`config.mk`:
```
export PLATFORM = sky130hd
export DESIGN_NAME = seq_alu
export DESIGN_NICKNAME = d
export VERILOG_FILES = /design/src/rtl/seq_alu.sv
export SDC_FILE = /design/constraint.sdc
export NUM_CORES = 1
export LEC_CHECK = 0
export BUFFER_PORTS_ARGS = -buffer_cell sky130_fd_sc_hd__buf_2
export CAP_MARGIN = 20
export CORE_ASPECT_RATIO = 0.5
export CORE_MARGIN = 10
export CORE_UTILIZATION = 51
export DETAILED_ROUTE_END_ITERATION = 7
export HOLD_SLACK_MARGIN = 0.02
export PLACE_DENSITY = 0.7
export SYNTH_ARGS = -nofsm -noshare
export SYNTH_HDL_FRONTEND = slang
export SYNTH_SLANG_ARGS = --single-unit
```
`constraint.sdc`:
```
create_clock -name clk -period 4 [get_ports clk]
set_input_delay 0.4 -clock clk [delete_from_list [all_inputs] [get_ports clk]]
set_output_delay 0.4 -clock clk [all_outputs]
set_load 0.1 [all_outputs]
```
`src/rtl/seq_alu.sv`:
```
// Handshaked WIDTH-bit ALU with registered result/flags and an iterative
// shift-add multiplier that stalls the input side while it runs.
module seq_alu #(
  parameter  int WIDTH = 16,
  localparam int SHW   = $clog2(WIDTH)
) (
  input  logic             clk,
  input  logic             rst_n,
  input  logic             in_valid,
  output logic             in_ready,
  input  logic [2:0]       op,
  input  logic [WIDTH-1:0] x,
  input  logic [WIDTH-1:0] y,
  input  logic             cin,
  output logic             out_valid,
  input  logic             out_ready,
  output logic [WIDTH-1:0] res,
  output logic             cout,
  output logic             ov,
  output logic             zero,
  output logic             slt,
  output logic             gt,
  output logic             busy
);

  typedef enum logic {S_IDLE, S_MUL} state_t;

  localparam logic [2:0] OP_ADD = 3'b000, OP_AND = 3'b001, OP_OR  = 3'b010,
                         OP_SLT = 3'b011, OP_SUB = 3'b100, OP_XOR = 3'b101,
                         OP_SLL = 3'b110, OP_MUL = 3'b111;

  state_t           state_q, state_d;
  logic [SHW:0]     cnt_q, cnt_d;
  logic [WIDTH-1:0] acc_q, acc_d, mcand_q, mcand_d, mplier_q, mplier_d;
  logic             slt_p_q, slt_p_d, gt_p_q, gt_p_d;
  logic             out_valid_q, out_valid_d;
  logic [WIDTH-1:0] res_q, res_d;
  logic             cout_q, cout_d, ov_q, ov_d, zero_q, zero_d;
  logic             slt_q, slt_d, gt_q, gt_d;

  logic             accept, is_sub, is_arith, lt_w, gt_w;
  logic [WIDTH-1:0] b_eff, sum, alu_res, acc_next;
  logic             carry;

  always_comb begin
    in_ready = (state_q == S_IDLE) && (!out_valid_q || out_ready);
    accept   = in_valid && in_ready;
    is_sub   = (op == OP_SUB);
    is_arith = (op == OP_ADD) || is_sub;
    b_eff    = is_sub ? ~y : y;
    {carry, sum} = {1'b0, x} + {1'b0, b_eff} + (WIDTH+1)'(is_sub ? 1'b1 : cin);
    lt_w     = $signed(x) < $signed(y);
    gt_w     = $signed(x) > $signed(y);
    acc_next = acc_q + (mplier_q[0] ? mcand_q : '0);

    case (op)
      OP_ADD, OP_SUB: alu_res = sum;
      OP_AND:         alu_res = x & y;
      OP_OR:          alu_res = x | y;
      OP_SLT:         alu_res = {{(WIDTH-1){1'b0}}, lt_w};
      OP_XOR:         alu_res = x ^ y;
      OP_SLL:         alu_res = x << y[SHW-1:0];
      default:        alu_res = '0;
    endcase

    state_d     = state_q;
    cnt_d       = cnt_q;
    acc_d       = acc_q;
    mcand_d     = mcand_q;
    mplier_d    = mplier_q;
    slt_p_d     = slt_p_q;
    gt_p_d      = gt_p_q;
    out_valid_d = out_valid_q;
    res_d       = res_q;
    cout_d      = cout_q;
    ov_d        = ov_q;
    zero_d      = zero_q;
    slt_d       = slt_q;
    gt_d        = gt_q;

    case (state_q)
      S_IDLE: begin
        if (out_valid_q && out_ready) out_valid_d = 1'b0;
        if (accept) begin
          if (op == OP_MUL) begin
            state_d  = S_MUL;
            cnt_d    = (SHW+1)'(WIDTH);
            acc_d    = '0;
            mcand_d  = x;
            mplier_d = y;
            slt_p_d  = lt_w;
            gt_p_d   = gt_w;
          end else begin
            out_valid_d = 1'b1;
            res_d       = alu_res;
            cout_d      = is_arith && carry;
            ov_d        = is_arith && (x[WIDTH-1] == b_eff[WIDTH-1])
                                   && (sum[WIDTH-1] != x[WIDTH-1]);
            zero_d      = (alu_res == '0);
            slt_d       = lt_w;
            gt_d        = gt_w;
          end
        end
      end
      S_MUL: begin
        acc_d    = acc_next;
        mcand_d  = mcand_q << 1;
        mplier_d = mplier_q >> 1;
        cnt_d    = cnt_q - (SHW+1)'(1);
        // Last step publishes the product straight from the adder output.
        if (cnt_q == (SHW+1)'(1)) begin
          state_d     = S_IDLE;
          out_valid_d = 1'b1;
          res_d       = acc_next;
          cout_d      = 1'b0;
          ov_d        = 1'b0;
          zero_d      = (acc_next == '0);
          slt_d       = slt_p_q;
          gt_d        = gt_p_q;
        end
      end
      default: state_d = S_IDLE;
    endcase
  end

  always_ff @(posedge clk or negedge rst_n) begin
    if (!rst_n) begin
      state_q     <= S_IDLE;
      cnt_q       <= '0;
      acc_q       <= '0;
      mcand_q     <= '0;
      mplier_q    <= '0;
      slt_p_q     <= 1'b0;
      gt_p_q      <= 1'b0;
      out_valid_q <= 1'b0;
      res_q       <= '0;
      cout_q      <= 1'b0;
      ov_q        <= 1'b0;
      zero_q      <= 1'b0;
      slt_q       <= 1'b0;
      gt_q        <= 1'b0;
    end else begin
      state_q     <= state_d;
      cnt_q       <= cnt_d;
      acc_q       <= acc_d;
      mcand_q     <= mcand_d;
      mplier_q    <= mplier_d;
      slt_p_q     <= slt_p_d;
      gt_p_q      <= gt_p_d;
      out_valid_q <= out_valid_d;
      res_q       <= res_d;
      cout_q      <= cout_d;
      ov_q        <= ov_d;
      zero_q      <= zero_d;
      slt_q       <= slt_d;
      gt_q        <= gt_d;
    end
  end

  assign out_valid = out_valid_q;
  assign res       = res_q;
  assign cout      = cout_q;
  assign ov        = ov_q;
  assign zero      = zero_q;
  assign slt       = slt_q;
  assign gt        = gt_q;
  assign busy      = (state_q == S_MUL);

endmodule

```
==> flow_metrics.py, run 1 <==
metrics = {
    "status": {
        "outcome": "completed",
    },
    "place": {
        "gp_congestion": 1.05,
        "hpwl_um": 17900,
        "io_buffers": 63,
    },
    "grt": {
        "grt_util_all_layers_pct": 22.7,
        "grt_max_degree": 87,
        "grt_overflow": 0,
        "grt_pass1_vias": 6417,
        "grt_pass1_wl_um": 35800,
        "antenna_found_initial": 0,
    },
    "setup_path": {
        "start_kind": "flop",
        "crit_type": "flop to flop",
        "cp.required_ns": 4.28,
        "cp_common_cell": "or4_1",
        "slowest_stage": "or4_1",
        "max_stage_delay_ns": 0.47,
        "crit_path_end_kind": "flop",
        "setup.worst_path.start": "mplier_q[0]",
        "cp_num_buf_inv": 1,
        "cp_max_fo": 15,
        "worstPathArrival_ns": 3.99,
        "crit_chain": "buf_4 > and2_1 > fa_1 > a211oi_1 > o21ai_1 > a21oi_1 > xor2_1 > nand3_1 > or4_1 > or4_1 > nor4_1 > a221o_1",
        "r2r_start": "mplier_q[0]",
        "critPathTopFamily": "simple AND/OR/NAND/NOR gates",
    },
    "yosys": {
        "synth_seq_cells": 78,
        "synth-warning-count": 0,
        "synth-main-ff-cell": "dfrtp_1",
        "async_flop_share_pct": 100,
        "synth_nets": 994,
        "yosysUniqueCellTypes": 70,
        "syn_area_per_cell_um2": 8.30,
        "synth_area_um2": 7220,
        "seq_area_frac_synth_pct": 27.0,
        "synth_cells": 870,
        "synth_edf_count": 0,
    },
    "routing": {
        "dr.max_layer_used": "met4",
        "met3_length_um": 1630,
        "routedWlPerCell_um": 20.1,
        "drt-total-wl_um": 22700,
        "dr.pass1.iters": 5,
        "drt_iter0_drc": 597,
        "viasPerCell": 5.91,
        "ant_nets": 0,
        "vias": 6661,
        "wl_met2_um": 10100,
        "drcViolationCount": 0,
        "routedLengthMet1_um": 10700,
    },
    "timing": {
        "drv_slew": 0,
        "relSlewSlack_pct": 34.1,
        "period_needed_ns": 3.72,
        "setup-tns-final_ns": 0,
        "rsz0062_at_grt": "false",
        "clock.fmax_mhz": 269,
        "fin_crit_sh_pct": 92.9,
        "holdWs_ns": 0.329,
        "clock_skew_ns": 0.0114,
        "hold_viol": 0,
        "worst_slew_pin_slew_ns": 0.988,
        "setup_viol": 0,
    },
    "hold_path": {
        "hold_start": "y[15]",
        "hold_path_class": "input pin to flop",
    },
    "power_and_ir_drop": {
        "total_power_mw": 4.60,
        "peakVddDrop_mv": 0.491,
        "powerDensity_nw_per_um2": 564,
        "p_leak_nw": 3.96,
    },
    "final_layout": {
        "nets": 1054,
        "syn2layout_area_growth_pct": 13.0,
        "n_antenna_cell": 0,
        "layout-drive-gt1-share_pct": 15.2,
        "n_fill_cell": 1248,
        "final_core_util_pct": 59.6,
    },
    "clock_tree": {
        "clk_transition_reported_paths_ns": 0.07,
        "h-tree-depth": 3,
        "post_cts_buffers": 0,
        "ctsResizeCount": 0,
        "cts_buffers": 9,
        "ctsRootBufferMaster": "clkbuf_16",
        "cts.path.max_buffers": 2,
        "hold_buffers": 0,
        "tritoncts": "done",
        "insertion_delay_ns": 0.34,
        "clock-sinks": 78,
    },
    "floorplan": {
        "num_rows": 30,
        "ios": 64,
        "dieArea_um2": 19600,
        "initial_core_util_pct": 52.7,
        "die_h_um": 104,
        "core-area_um2": 13700,
        "chipWidth_um": 188,
    },
    "job": {
        "max_cap_viol_count": 0,
    },
}
metal layers:
layer / up-vias / track usage, %
met4: 0 / 4.99
met1: 3142 / 31.7
li1: 3226 / -
met5: - / 0
met2: 267 / 34.7
met3: 26 / 4.95
registers in the layout, indices dropped and copies added, names as in the netlist:
register,flops
acc_q,16
busy,1
cnt_q,5
cout,1
gt,1
gt_p_q,1
mcand_q,16
mplier_q,16
out_valid,1
ov,1
res,16
slt,1
slt_p_q,1
zero,1
Yosys cell counts (all sizes together) (4+ instances only):
master   count  area share, %
a2111oi      4           0.49
a211oi      13            1.4
a21o         8           0.83
a21oi       63            4.4
a221o        4           0.55
and2        16            1.4
and3         6           0.52
buf         12           0.80
clkbuf      35            1.8
dfrtp       78             27
ha          81             14
inv         45            2.3
mux2        12            1.9
mux2i       47            6.5
mux4         5            1.6
nand2      105            5.5
nand2b       5           0.43
nand3       12           0.83
nor2        72            3.7
nor2b        7           0.61
nor3        13           0.90
nor3b        5           0.52
nor4         9           0.95
o211ai       5           0.52
o21a         9           0.94
o21ai       77            5.4
o221ai       6           0.73
o22ai        8           0.69
o31ai        5           0.52
or2          7           0.61
or4          4           0.42
xnor2       28            3.4
xor2        11            1.3
placed cells by master (no fill, tap or decap), types with 6 or more instances in the layout:
master	n
a211oi_1	12
a21o_1	8
a21oi_1	63
and2_1	16
and3_1	6
buf_2	62
buf_4	32
clkbuf_16	9
dfrtp_1	77
ha_1	81
inv_1	45
mux2_2	11
mux2i_1	47
nand2_1	105
nand3_1	12
nor2_1	72
nor2b_1	7
nor3_1	13
nor4_1	7
o21a_1	9
o21ai_0	73
o221ai_1	6
o22ai_1	8
xnor2_1	28
xor2_1	11
final cells by class:
type / instances / area (µm²) / share of cell area (%)
clock inverters: 7 / 62.6 / 0.767
repair buffers: 96 / 588 / 7.21
clock buffers: 9 / 225 / 2.76
inverters: 48 / 180 / 2.21
flip-flops and latches: 78 / 1950 / 23.9
well taps: 192 / 240 / 2.94
multi-input cells: 697 / 4910 / 60.2
kinds of logic (layout without fill, tap and decap cells):
| group | after synthesis | after routing | synth area share [%] |
|---|---|---|---|
| AO/OA/AOI/OAI | 239 | 239 | 20.8 |
| XOR/XNOR | 39 | 39 | 4.73 |
| adder cells (fa/ha/maj) | 84 | 84 | 14.9 |
| buffers and inverters | 95 | 160 | 5.11 |
| flip-flops | 78 | 78 | 27.0 |
| multiplexers | 64 | 64 | 9.95 |
| AND/OR/NAND/NOR | 271 | 271 | 17.5 |
worst reg2reg max path, cell delays in order (launching register included):
cell and delay (ns):
dfrtp_1 0.40, buf_4 0.19, and2_1 0.19, fa_1 0.46, a211oi_1 0.28, o21ai_1 0.14
a21oi_1 0.20, xor2_1 0.21, nand3_1 0.11, or4_1 0.47, or4_1 0.46, nor4_1 0.31
a221o_1 0.22
power breakdown:
part,leakage (nW),total (mW),internal (mW),switching (mW)
Clock,0.133,0.808,0.434,0.374
Sequential,1.02,1.27,1.08,0.197
Combinational,2.81,2.52,0.678,1.84
metrics by stage:
| step | area, µm² | setup slack [ns] | std cells |
|---|---|---|---|
| 6_report | 8160 | 0.283 | 1127 |
| 5_1_grt | 8160 | 0.0671 | 1127 |
| 4_1_cts | 8120 | 0.323 | 1125 |
| 3_5_place_dp | 7830 | 0.129 | 1109 |
| 2_1_floorplan | 7270 | 0.0501 | 870 |
| 3_3_place_gp | 7830 | 0.197 | 1109 |
final timing paths:
check / cells after the start / slack (ns) / to
min in group asynchronous: 2 / 0.45 / out_valid
max in group asynchronous: 3 / 2.97 / mplier_q[13]
worst max-delay path: 12 / 0.28 / zero
worst max register to register: 12 / 0.28 / zero
worst min-delay path: 3 / 0.33 / mplier_q[15]
worst min register to register: 2 / 0.48 / ov
Note: power is estimated with default switching activity, not from simulation.
==> inputs of run 2 (changes only) <==
--- a/config.mk
+++ b/config.mk
@@ -13,6 +13,7 @@
 export DETAILED_ROUTE_END_ITERATION = 7
 export HOLD_SLACK_MARGIN = 0.02
 export PLACE_DENSITY = 0.7
+export REMOVE_ABC_BUFFERS = 1
 export SYNTH_ARGS = -nofsm -noshare
 export SYNTH_HDL_FRONTEND = slang
 export SYNTH_SLANG_ARGS = --single-unit
==> flow_metrics.py, run 2 (synthesis results as in run 1) <==
metrics = {
    "status": {
        "outcome": "completed",
    },
    "routing": {
        "routedWlPerCell_um": 18.8,
        "drt-total-wl_um": 21500,
        "ant_nets": 0,
        "dr.pass1.iters": 5,
        "drcViolationCount": 0,
        "drt_iter0_drc": 749,
        "vias": 6716,
        "viasPerCell": 5.88,
    },
    "grt": {
        "antenna_found_initial": 0,
        "grt_max_degree": 62,
        "grt_pass1_wl_um": 34500,
        "grt_util_all_layers_pct": 21.4,
        "grt_overflow": 0,
        "grt_pass1_vias": 6354,
    },
    "final_layout": {
        "nets": 1070,
        "instances_no_fill": 1143,
        "syn2layout_area_growth_pct": 14.5,
        "final_core_util_pct": 60.3,
        "n_antenna_cell": 0,
        "mostFrequentLayoutCells": "nand2_1 (105), ha_1 (81), dfrtp_1 (77)",
        "layout-drive-gt1-share_pct": 16.4,
        "final_common_cell": "nand2_1",
    },
    "clock_tree": {
        "ctsRootBufferMaster": "clkbuf_16",
        "cts_buffers": 9,
        "cts.path.max_buffers": 2,
        "hold_buffers": 0,
        "h-tree-depth": 3,
        "post_cts_buffers": 0,
        "clk_transition_reported_paths_ns": 0.07,
        "tritoncts": "done",
        "ctsResizeCount": 0,
        "clock-sinks": 78,
        "insertion_delay_ns": 0.34,
    },
    "setup_path": {
        "start_kind": "input pin",
        "crit_path_end_kind": "flop",
        "cp.required_ns": 4.27,
        "worstPathArrival_ns": 4.00,
        "cp_max_fo": 15,
        "crit_type": "input pin to flop",
    },
    "timing": {
        "period_needed_ns": 3.72,
        "setup_viol": 0,
        "setup_slack_ns": 0.276,
        "clock.fmax_mhz": 269,
        "hold_viol": 0,
        "clock_skew_ns": 0.00718,
        "rsz0062_at_grt": "false",
        "drv_slew": 0,
        "relSlewSlack_pct": 31.5,
        "fin_crit_sh_pct": 93.1,
        "worst_slew_pin_slew_ns": 1.03,
    },
    "floorplan": {
        "num_rows": 30,
        "dieArea_um2": 19600,
        "initial_core_util_pct": 52.7,
        "die_h_um": 104,
        "ios": 64,
        "core-area_um2": 13700,
        "chipWidth_um": 188,
    },
    "place": {
        "io_buffers": 63,
        "dp_cells": 1127,
        "place_ws_ns": -0.00930,
        "hpwl_um": 16500,
        "gp_congestion": 0.980,
    },
    "power_and_ir_drop": {
        "p_leak_nw": 4.05,
        "powerDensity_nw_per_um2": 565,
        "peakVddDrop_mv": 0.286,
    },
    "job": {
        "max_cap_viol_count": 0,
    },
    "hold_path": {
        "hold_path_class": "input pin to asynchronous set/reset pin",
    },
}
## run 2: final timing paths
path                              from            to  slack (ns)  cells past startpoint
max reg2reg                mplier_q[0]          zero        0.45                     12
max in group asynchronous        rst_n          busy        3.05                      2
min in group clk                 y[15]  mplier_q[15]        0.31                      3
min                              rst_n   mplier_q[8]        0.13                      1
max                              op[0]          zero        0.28                     15
min reg2reg                    slt_p_q       slt_p_q        0.48                      2
## run 2: cell type report
| type | count | area [µm²] |
|---|---|---|
| Clock buffer | 10 | 239 |
| Clock inverter | 6 | 68.8 |
| Fill cell | 1181 | 5430 |
| Inverter | 48 | 180 |
| Multi-Input combinational cell | 697 | 4900 |
| Sequential cell | 78 | 1950 |
| Tap cell | 192 | 240 |
| Timing Repair Buffer | 112 | 688 |
## run 2: critical path, cell delays in order
cell	delay, ns
buf_2	0.11
nor2_1	0.13
and2_1	0.19
buf_4	0.29
xnor2_1	0.16
ha_1	0.26
a2111oi_0	0.37
o21ai_1	0.21
a2111oi_0	0.48
nor3_1	0.17
a41oi_1	0.34
nor3_1	0.09
a311o_1	0.37
nor4_2	0.27
a221o_1	0.15
## run 2: stage by stage
step | power (mW) | area [µm²] | setup TNS (ns) | hold slack, ns
2_1_floorplan | 3.11 | 7030 | -62.88 | 0.104
3_3_place_gp | 3.76 | 7950 | 0 | 0.461
3_5_place_dp | 3.81 | 7960 | -0.00930 | 0.467
4_1_cts | 4.68 | 8270 | 0 | 0.157
5_1_grt | 4.97 | 8270 | 0 | 0.187
6_report | 4.67 | 8270 | 0 | 0.133
## run 2: where the power goes
group	switching, mW	leakage, nW	internal (mW)
Combinational	1.84	2.88	0.704
Clock	0.357	0.149	0.504
Sequential	0.192	1.02	1.08
Total	2.39	4.05	2.28
## run 2: per-layer routing
metal | GRT usage [%] | wire length (µm)
met1 | 31.7 | 10500
met2 | 30.4 | 8790
met3 | 5.29 | 1930
met4 | 4.26 | 238
met5 | 0 | 0
